$ cat config.mk
export PLATFORM = sky130hd
export DESIGN_NAME = bus_slave_resp_mux_flat
export DESIGN_NICKNAME = d
export VERILOG_FILES = /design/src/rtl/bus_slave_resp_mux_if.sv /design/src/rtl/bus_slave_resp_mux.sv /design/src/flat_wrapper.sv
export SDC_FILE = /design/constraint.sdc
export NUM_CORES = 1
export LEC_CHECK = 0
export BUFFER_PORTS_ARGS = -buffer_cell sky130_fd_sc_hd__buf_2
export CAP_MARGIN = 40
export CORE_AREA = 2 2 120 122
export CTS_CLUSTER_SIZE = 24
export DETAILED_ROUTE_END_ITERATION = 7
export DIE_AREA = 0 0 122 124
export PLACE_DENSITY = 0.67
export SLEW_MARGIN = 20
export SYNTH_ARGS = -nofsm -noshare
export SYNTH_HDL_FRONTEND = slang
export SYNTH_SLANG_ARGS = --single-unit
$ cat constraint.sdc
create_clock -name clk -period 3.58 [get_ports clk]
set_clock_uncertainty 0.1 [all_clocks]
set_input_delay 0.179 -clock clk [delete_from_list [all_inputs] [get_ports clk]]
set_output_delay 0.179 -clock clk [all_outputs]
set_load 0.03 [all_outputs]
$ cat src/rtl/bus_slave_resp_mux_if.sv
// Bus bundle between the slave ports and the master-side response of the mux.
interface bus_slave_resp_mux_if #(
   parameter int unsigned NUM_SLAVES = 8,
   parameter int unsigned DATA_W     = 32
);
   logic [NUM_SLAVES-1:0]        s_cs_;
   logic [NUM_SLAVES*DATA_W-1:0] s_rd_data;
   logic [NUM_SLAVES-1:0]        s_rdy_;
   logic [DATA_W-1:0]            m_rd_data;
   logic                         m_rdy_;
   logic                         m_err;
   logic                         multi_sel;

   // Mux side: consumes slave signals, produces the master response.
   modport slave (
      input  s_cs_, s_rd_data, s_rdy_,
      output m_rd_data, m_rdy_, m_err, multi_sel
   );

   // Environment side: drives slave signals, observes the master response.
   modport master (
      output s_cs_, s_rd_data, s_rdy_,
      input  m_rd_data, m_rdy_, m_err, multi_sel
   );
endinterface

$ cat src/rtl/bus_slave_resp_mux.sv
// Registered bus slave response multiplexer with access FSM, timeout error
// response and sticky multi-select detection.
module bus_slave_resp_mux #(
   parameter int unsigned NUM_SLAVES = 8,
   parameter int unsigned DATA_W     = 32,
   parameter int unsigned TIMEOUT    = 64
) (
   input  logic                clk,
   input  logic                reset,
   bus_slave_resp_mux_if.slave bus
);
   localparam int unsigned SEL_W    = (NUM_SLAVES > 1) ? $clog2(NUM_SLAVES) : 1;
   localparam int unsigned CNT_W    = (TIMEOUT > 1) ? $clog2(TIMEOUT + 1) : 1;
   localparam int unsigned CNT_LAST = (TIMEOUT == 0) ? 0 : TIMEOUT - 1;

   typedef enum logic [1:0] {IDLE, BUSY, DONE} state_t;

   state_t              state_q, state_d;
   logic [SEL_W-1:0]    sel_q, sel_d;
   logic [CNT_W-1:0]    cnt_q, cnt_d;
   logic [DATA_W-1:0]   rd_data_q, rd_data_d;
   logic                err_q, err_d;
   logic                rdy_n_q, rdy_n_d;
   logic                multi_q, multi_d;

   logic [NUM_SLAVES-1:0] cs_low;
   logic                  any_cs;
   logic                  multi_now;
   logic [SEL_W-1:0]      sel_now;
   logic [SEL_W-1:0]      mux_sel;
   logic                  cs_sel;
   logic                  rdy_sel;
   logic [DATA_W-1:0]     mux_data;

   // Decode active selects: lowest asserted index wins, flag more than one.
   always_comb begin
      cs_low    = ~bus.s_cs_;
      any_cs    = |cs_low;
      multi_now = |(cs_low & (cs_low - NUM_SLAVES'(1)));
      sel_now   = '0;
      for (int i = int'(NUM_SLAVES) - 1; i >= 0; i--) begin
         if (cs_low[i]) sel_now = SEL_W'(i);
      end
   end

   // Route the selected slave: fresh decode in IDLE, latched index afterwards.
   always_comb begin
      mux_sel  = (state_q == IDLE) ? sel_now : sel_q;
      cs_sel   = 1'b0;
      rdy_sel  = 1'b0;
      mux_data = '0;
      for (int i = 0; i < int'(NUM_SLAVES); i++) begin
         if (SEL_W'(i) == mux_sel) begin
            cs_sel   = cs_low[i];
            rdy_sel  = ~bus.s_rdy_[i];
            mux_data = bus.s_rd_data[i*DATA_W +: DATA_W];
         end
      end
   end

   // Access FSM next state and response capture.
   always_comb begin
      state_d   = state_q;
      sel_d     = sel_q;
      cnt_d     = cnt_q;
      rd_data_d = rd_data_q;
      err_d     = err_q;
      case (state_q)
         IDLE: begin
            if (any_cs) begin
               sel_d = sel_now;
               if (rdy_sel) begin
                  rd_data_d = mux_data;
                  err_d     = 1'b0;
                  state_d   = DONE;
               end else begin
                  cnt_d   = '0;
                  state_d = BUSY;
               end
            end
         end
         BUSY: begin
            if (!cs_sel) begin
               state_d = IDLE;
            end else if (rdy_sel) begin
               rd_data_d = mux_data;
               err_d     = 1'b0;
               state_d   = DONE;
            end else if ((TIMEOUT != 0) && (cnt_q == CNT_W'(CNT_LAST))) begin
               rd_data_d = '0;
               err_d     = 1'b1;
               state_d   = DONE;
            end else if (TIMEOUT != 0) begin
               cnt_d = cnt_q + CNT_W'(1);
            end
         end
         DONE: begin
            // Turnaround cycle: all slave inputs ignored.
            state_d = IDLE;
         end
         default: begin
            state_d = IDLE;
         end
      endcase
      rdy_n_d = (state_d != DONE);
      multi_d = multi_q | ((state_q != DONE) & multi_now);
   end

   // State and output registers with synchronous reset.
   always_ff @(posedge clk) begin
      if (reset) begin
         state_q   <= IDLE;
         sel_q     <= '0;
         cnt_q     <= '0;
         rd_data_q <= '0;
         err_q     <= 1'b0;
         rdy_n_q   <= 1'b1;
         multi_q   <= 1'b0;
      end else begin
         state_q   <= state_d;
         sel_q     <= sel_d;
         cnt_q     <= cnt_d;
         rd_data_q <= rd_data_d;
         err_q     <= err_d;
         rdy_n_q   <= rdy_n_d;
         multi_q   <= multi_d;
      end
   end

   assign bus.m_rd_data = rd_data_q;
   assign bus.m_rdy_    = rdy_n_q;
   assign bus.m_err     = err_q;
   assign bus.multi_sel = multi_q;

endmodule

$ cat src/flat_wrapper.sv
// flat-port wrapper written by rule: the top's interface ports become plain ports
module bus_slave_resp_mux_flat 
#(
   parameter int unsigned NUM_SLAVES = 8,
   parameter int unsigned DATA_W     = 32,
   parameter int unsigned TIMEOUT    = 64
)
  (clk, reset, bus_s_cs_, bus_s_rd_data, bus_s_rdy_, bus_m_rd_data, bus_m_rdy_, bus_m_err, bus_multi_sel);
  bus_slave_resp_mux_if #(.NUM_SLAVES(NUM_SLAVES), .DATA_W(DATA_W)) bus_i ();
  input  logic clk;
  input  logic reset;
  input wire logic [$bits(bus_i.s_cs_)-1:0] bus_s_cs_;
  input wire logic [$bits(bus_i.s_rd_data)-1:0] bus_s_rd_data;
  input wire logic [$bits(bus_i.s_rdy_)-1:0] bus_s_rdy_;
  output wire logic [$bits(bus_i.m_rd_data)-1:0] bus_m_rd_data;
  output wire logic [$bits(bus_i.m_rdy_)-1:0] bus_m_rdy_;
  output wire logic [$bits(bus_i.m_err)-1:0] bus_m_err;
  output wire logic [$bits(bus_i.multi_sel)-1:0] bus_multi_sel;
  assign bus_i.s_cs_ = bus_s_cs_;
  assign bus_i.s_rd_data = bus_s_rd_data;
  assign bus_i.s_rdy_ = bus_s_rdy_;
  assign bus_m_rd_data = bus_i.m_rd_data;
  assign bus_m_rdy_ = bus_i.m_rdy_;
  assign bus_m_err = bus_i.m_err;
  assign bus_multi_sel = bus_i.multi_sel;
  bus_slave_resp_mux #(.NUM_SLAVES(NUM_SLAVES), .DATA_W(DATA_W), .TIMEOUT(TIMEOUT)) u_core (.clk(clk), .reset(reset), .bus(bus_i));
endmodule
* Word-level counts from Yosys, hierarchy flattened
Cells that the tools add are included.
** Word-level totals
- Word-level logic and storage cells :: 104
- Input port bits :: 274
- Register bits :: 47
- Output and inout bits :: 35
** Operators by class
- Reductions and logical operators :: 8
- Muxes and demuxes :: 57
- Bitwise operators :: 12
- Add/subtract/negate cells :: 2
- Equality and inequality tests :: 18
** Operators by type and width (number)
- 32-bit two-way mux :: 13
- 32-bit one-hot mux with 2 select lines :: 1
- 7-bit two-way mux :: 5
- 3-bit two-way mux :: 9
- 1-bit two-way mux :: 21
- 8-bit OR reduction :: 2
- 7-bit one-hot mux with 2 select lines :: 1
- 3-bit equality test (first input constant) :: 4
- 2-bit two-way mux :: 5
- 2-bit != test (second input constant) :: 5
- 8-bit AND :: 1
- 1-bit NOT :: 8
- 8-bit NOT :: 1
- 8-bit by 1-bit subtractor with 8-bit output (second input constant) :: 1
- 7-bit by 1-bit adder with 7-bit output (second input constant) :: 1
- 7-bit by 6-bit equality test with 1-bit output (second input constant) :: 1
- 2-bit by 3-bit equality test with 1-bit output (first input constant) :: 2
- 2-bit by 1-bit != test with 1-bit output (second input constant) :: 3
- 6-bit AND reduction :: 1
- 5-bit AND reduction :: 1
- 2-bit one-hot mux with 2 select lines :: 1
- 1-bit by 3-bit equality test with 1-bit output (first input constant) :: 1
- 3-bit zero test :: 1
- 3-bit by 1-bit != test with 1-bit output (second input constant) :: 1
- 7 further kinds :: 7

* Depth between registers and ports, before layout
- Word-level depth :: 23
- Gate-level depth with buffers :: 12
- Depth with buffers taken out :: 9

* Worst setup path before layout
Ideal clock, no wire load.
- Path kind :: register to register
- From :: reg u_core.state_q[0]
- To :: reg u_core.rd_data_q[15], in the netlist u_core.bus.m_rd_data[15]
- Setup slack :: 0.775 ns
- Arrival time :: 2.584 ns
- Buffers on the path :: 4
- Period minus slack after synthesis :: 2.805 ns
- Required time :: 3.359 ns
- Stages on the path, launching flop included :: 12
- Setup time :: 0.121 ns
- Path through :: dfxtp_1 buf_2 or2_4 o31a_1 buf_6 a2111oi_2 nor4_4 a31oi_4 or2_1 buf_6 buf_12 mux2_4
** On the way
- Cells in the longest elaborated chain, start to end :: 14
- Elaborated cells on any way between the ends :: 46
- Classes of those cells :: eq/ne (12); mux (30); reduce/logical (4)
** RTL lines
- start, declared :: line bus_slave_resp_mux.sv:18 : state_t state_q, state_d;
- start signal, assigned :: line bus_slave_resp_mux.sv:120 : state_q <= state_d;
- 2-bit zero test :: line bus_slave_resp_mux.sv:48, bus_slave_resp_mux.sv:68
- 3-bit two-way mux :: line bus_slave_resp_mux.sv:48 : mux_sel = (state_q == IDLE) ? sel_now : sel_q;
- 3-bit zero test :: line bus_slave_resp_mux.sv:53 : if (SEL_W'(i) == mux_sel) begin
- 32-bit two-way mux / 1-bit two-way mux (equally long branches) (8 in a row) :: line bus_slave_resp_mux.sv:53
- 32-bit two-way mux (on tied branches) :: line bus_slave_resp_mux.sv:85, bus_slave_resp_mux.sv:72
- 32-bit two-way mux (on tied branches) :: line bus_slave_resp_mux.sv:83, bus_slave_resp_mux.sv:70
- 32-bit one-hot mux with 2 select lines :: line bus_slave_resp_mux.sv:68 : case (state_q)
- end signal, assigned :: line bus_slave_resp_mux.sv:123 : rd_data_q <= rd_data_d;
- end, declared :: line bus_slave_resp_mux.sv:21 : logic [DATA_W-1:0] rd_data_q, rd_data_d;
Several ways; a longest one is shown, not always the timed one. The select of a mux whose other input is x is not followed.
A chain may end at the register's enable or synchronous reset.

* Worst setup path after layout
- From :: reg u_core.state_q[1]
- To :: reg u_core.rd_data_q[29], in the netlist u_core.bus.m_rd_data[29]
Same word-level chain as after synthesis.

==> metrics.yaml <==
global_route:
  grt_pass1_wl_mm: 29.6
  antenna_found_initial: 6
  grt_pass1_vias: 5873
  grt_max_degree: 84
  grt-ovfl-total: 0
  grt.total_usage_pct: 24.8
worst_setup_path:
  cp-end-kind: "flop"
  cp-startpoint: "u_core.state_q[1]$_SDFF_PP0_"
  crit_type: "reg2reg"
  worstPathMaxFanout: 11
  arrival_ns: 3.38
  worstReg2RegStart: "u_core.state_q[1]$_SDFF_PP0_"
  rrSetupSlack_ns: 0.31
  critical_path_required_ns: 3.69
  cp-start-kind: "flop"
cts:
  hold_buffers: 0
  cts-root-buf: "clkbuf_16"
  path_clk_slew_ns: 0.07
  cts_setup_buffers: 0
  numCtsBuffers: 5
  clock-sinks: 47
  cts_max_path_buffers: 2
  cts_tree: "done"
  clkLatencyLatePin_ns: 0.28
  htree_levels: 2
  ctsResizeCount: 0
synth:
  synthArstFlopShare_pct: 0
  synthDistinctLibCells: 72
  synth_nets: 1007
  synthCells: 732
  ys_ff_latch: 47
  synth.cell_area_mm2: 0.00471
  yosysWarnings: 0
  ys_seq_area_share_pct: 20.0
  synth-edff-count: 0
  synth_ff_type: "dfxtp_1"
  syn_area_per_cell_um2: 6.43
floorplanning:
  pin_count: 309
  die-height_um: 124
  start_util_pct: 34.3
  dieArea_mm2: 0.0151
  num_rows: 43
  core_area_mm2: 0.0137
  die_x_um: 122
placement:
  io_buffers: 308
  dp_hpwl_mm: 15.1
  gp_congestion: 0.910
routing:
  route.vias.total: 6190
  drt_wl_total_mm: 19.5
  routedWlPerCell_um: 16.4
  drt_iter0_markers: 455
  dr.pass1.iters: 6
  ant_nets: 0
  via_per_inst: 5.22
  drcViolationCount: 0
timing:
  tightest_slew_ns: 0.803
  hold_violations: 0
  maxSlewViolCount: 0
  relSlewSlack_pct: 46.4
  min_period_over_period_pct: 91.3
  fmax_mhz: 306
  period_minus_slack_ns: 3.27
  rsz0062_at_grt: "false"
  finalSetupViolations: 0
  setup_tns_ns: 0
  holdWs_ns: 0.208
final_layout:
  areaGrowthSynthToFinish_pct: 37.8
  mostFrequentLayoutCell: "buf_2"
  drive_gt1_share_pct: 37.4
  layout_common_cells: "buf_2 (308), nand2_1 (268), nand3_1 (100)"
  layout.nets: 1274
run:
  cap_violations: 0
pwr:
  p_leak_uw: 0.00325
  p_per_area_mw_per_mm2: 540
  max-vdd-ir-drop_mv: 0.289
status:
  status: "finished clean"
worst_hold_path:
  hp-start: "bus_s_rd_data[185]"
  hp-class: "in2reg"
-- cells by family (layout without fill, tap and decap cells) --
kind of cell / after synthesis / in the layout / synth area share, %
XOR/XNOR: 3 / 3 / 0.558
buffers and inverters: 75 / 343 / 7.20
AO/OA/AOI/OAI: 130 / 130 / 22.2
adder cells (fa/ha/maj): 2 / 2 / 0.478
multiplexers: 18 / 18 / 4.62
AND/OR/NAND/NOR: 457 / 457 / 44.9
flip-flops: 47 / 47 / 20.0
other: 0 / 5 / 0
-- area by class of cell --
cell class              count  area (µm²)
flip-flops and latches     47         941
clock inverters             3        15.0
repair buffers            324        1680
fillers                  1523        7230
inverters                  11        41.3
well taps                 180         225
multi-input cells         610        3450
clock buffers               5         125
diodes                      5        12.5
-- worst max-delay path: stages (launching register included) --
cell       delay (ns)
dfxtp_1          0.41
or2_4            0.33
o31a_1           0.36
buf_4            0.17
a2111oi_2        0.49
nor4_4           0.13
a31oi_4          0.21
or2_1            0.53
buf_4            0.27
mux2i_1          0.19
-- metal layers --
layer / global-route usage (%) / up-vias / part of all wire, %
li1: - / 3108 / -
met2: 40.9 / 254 / 48
met4: 12.0 / 2 / 4.0
met5: 0 / - / 0.082
met1: 30.3 / 2775 / 40
met3: 5.95 / 51 / 7.9
-- report_power, final --
group          switching, µW  leakage (µW)  total (µW)  internal, µW
logic                   1460       0.00279        2330           878
clock network            204     0.0000734         460           255
registers               76.7      0.000385         712           635
total                   1740       0.00325        3510          1770
-- flip-flops by register name (all words and copies together) (netlist names) --
signal,flops
u_core.bus.m_rd_data,32
u_core.state_q,2
u_core.bus.m_err,1
u_core.sel_q,3
u_core.cnt_q,7
u_core.bus.m_rdy_,1
u_core.bus.multi_sel,1
-- synthesized netlist by cell type, drive strengths merged, types with 2 or more instances --
cell,instances,area (µm²)
a41oi,2,25.0
nand3,100,500
a31oi,19,134
a211oi,3,32.5
xor2,3,26.3
o21ai,14,70.1
mux2i,6,60.1
nand4,3,25.0
clkbuf,46,175
a2111oi,3,57.6
or4,2,18.8
o22ai,2,12.5
a21oi,22,110
nor4,2,27.5
a221o,2,20.0
mux2,12,158
nand2b,9,56.3
dfxtp,47,941
and2,7,43.8
and3,31,194
buf,18,123
nand2,270,1020
nor3,6,40.0
o2bb2ai,19,166
nor2b,12,75.1
inv,11,41.3
a311oi,28,251
nor2,9,46.3
o221ai,2,23.8
a21o,2,15.0
or2,3,21.3
-- metrics by stage --
| stage | instance area (µm²) | utilization, % | power [µW] | setup WS, ns | cells |
|---|---|---|---|---|---|
| 2_1_floorplan | 4710 | - | 2430 | 0.775 | 732 |
| 3_3_place_gp | 6310 | 46.0 | 3020 | 0.411 | 1171 |
| 3_5_place_dp | 6310 | 46.0 | 3030 | 0.339 | 1171 |
| 4_1_cts | 6450 | 47.0 | 3500 | 0.319 | 1179 |
| 5_1_grt | 6490 | 47.3 | 3780 | 0.115 | 1185 |
| 6_report | 6490 | 47.3 | 3510 | 0.310 | 1185 |
-- path summary, 6_finish.rpt --
kind / endpoint / depth (start not counted)
setup reg to reg: u_core.bus.m_rd_data[29]$_SDFFE_PP0P_ / 9
hold reg to reg: u_core.bus.multi_sel$_SDFF_PP0_ / 2
setup / recovery: u_core.bus.m_rd_data[29]$_SDFFE_PP0P_ / 9
hold / removal: u_core.bus.m_rd_data[25]$_SDFFE_PP0P_ / 5
Note: power is estimated with default switching activity, not from simulation.
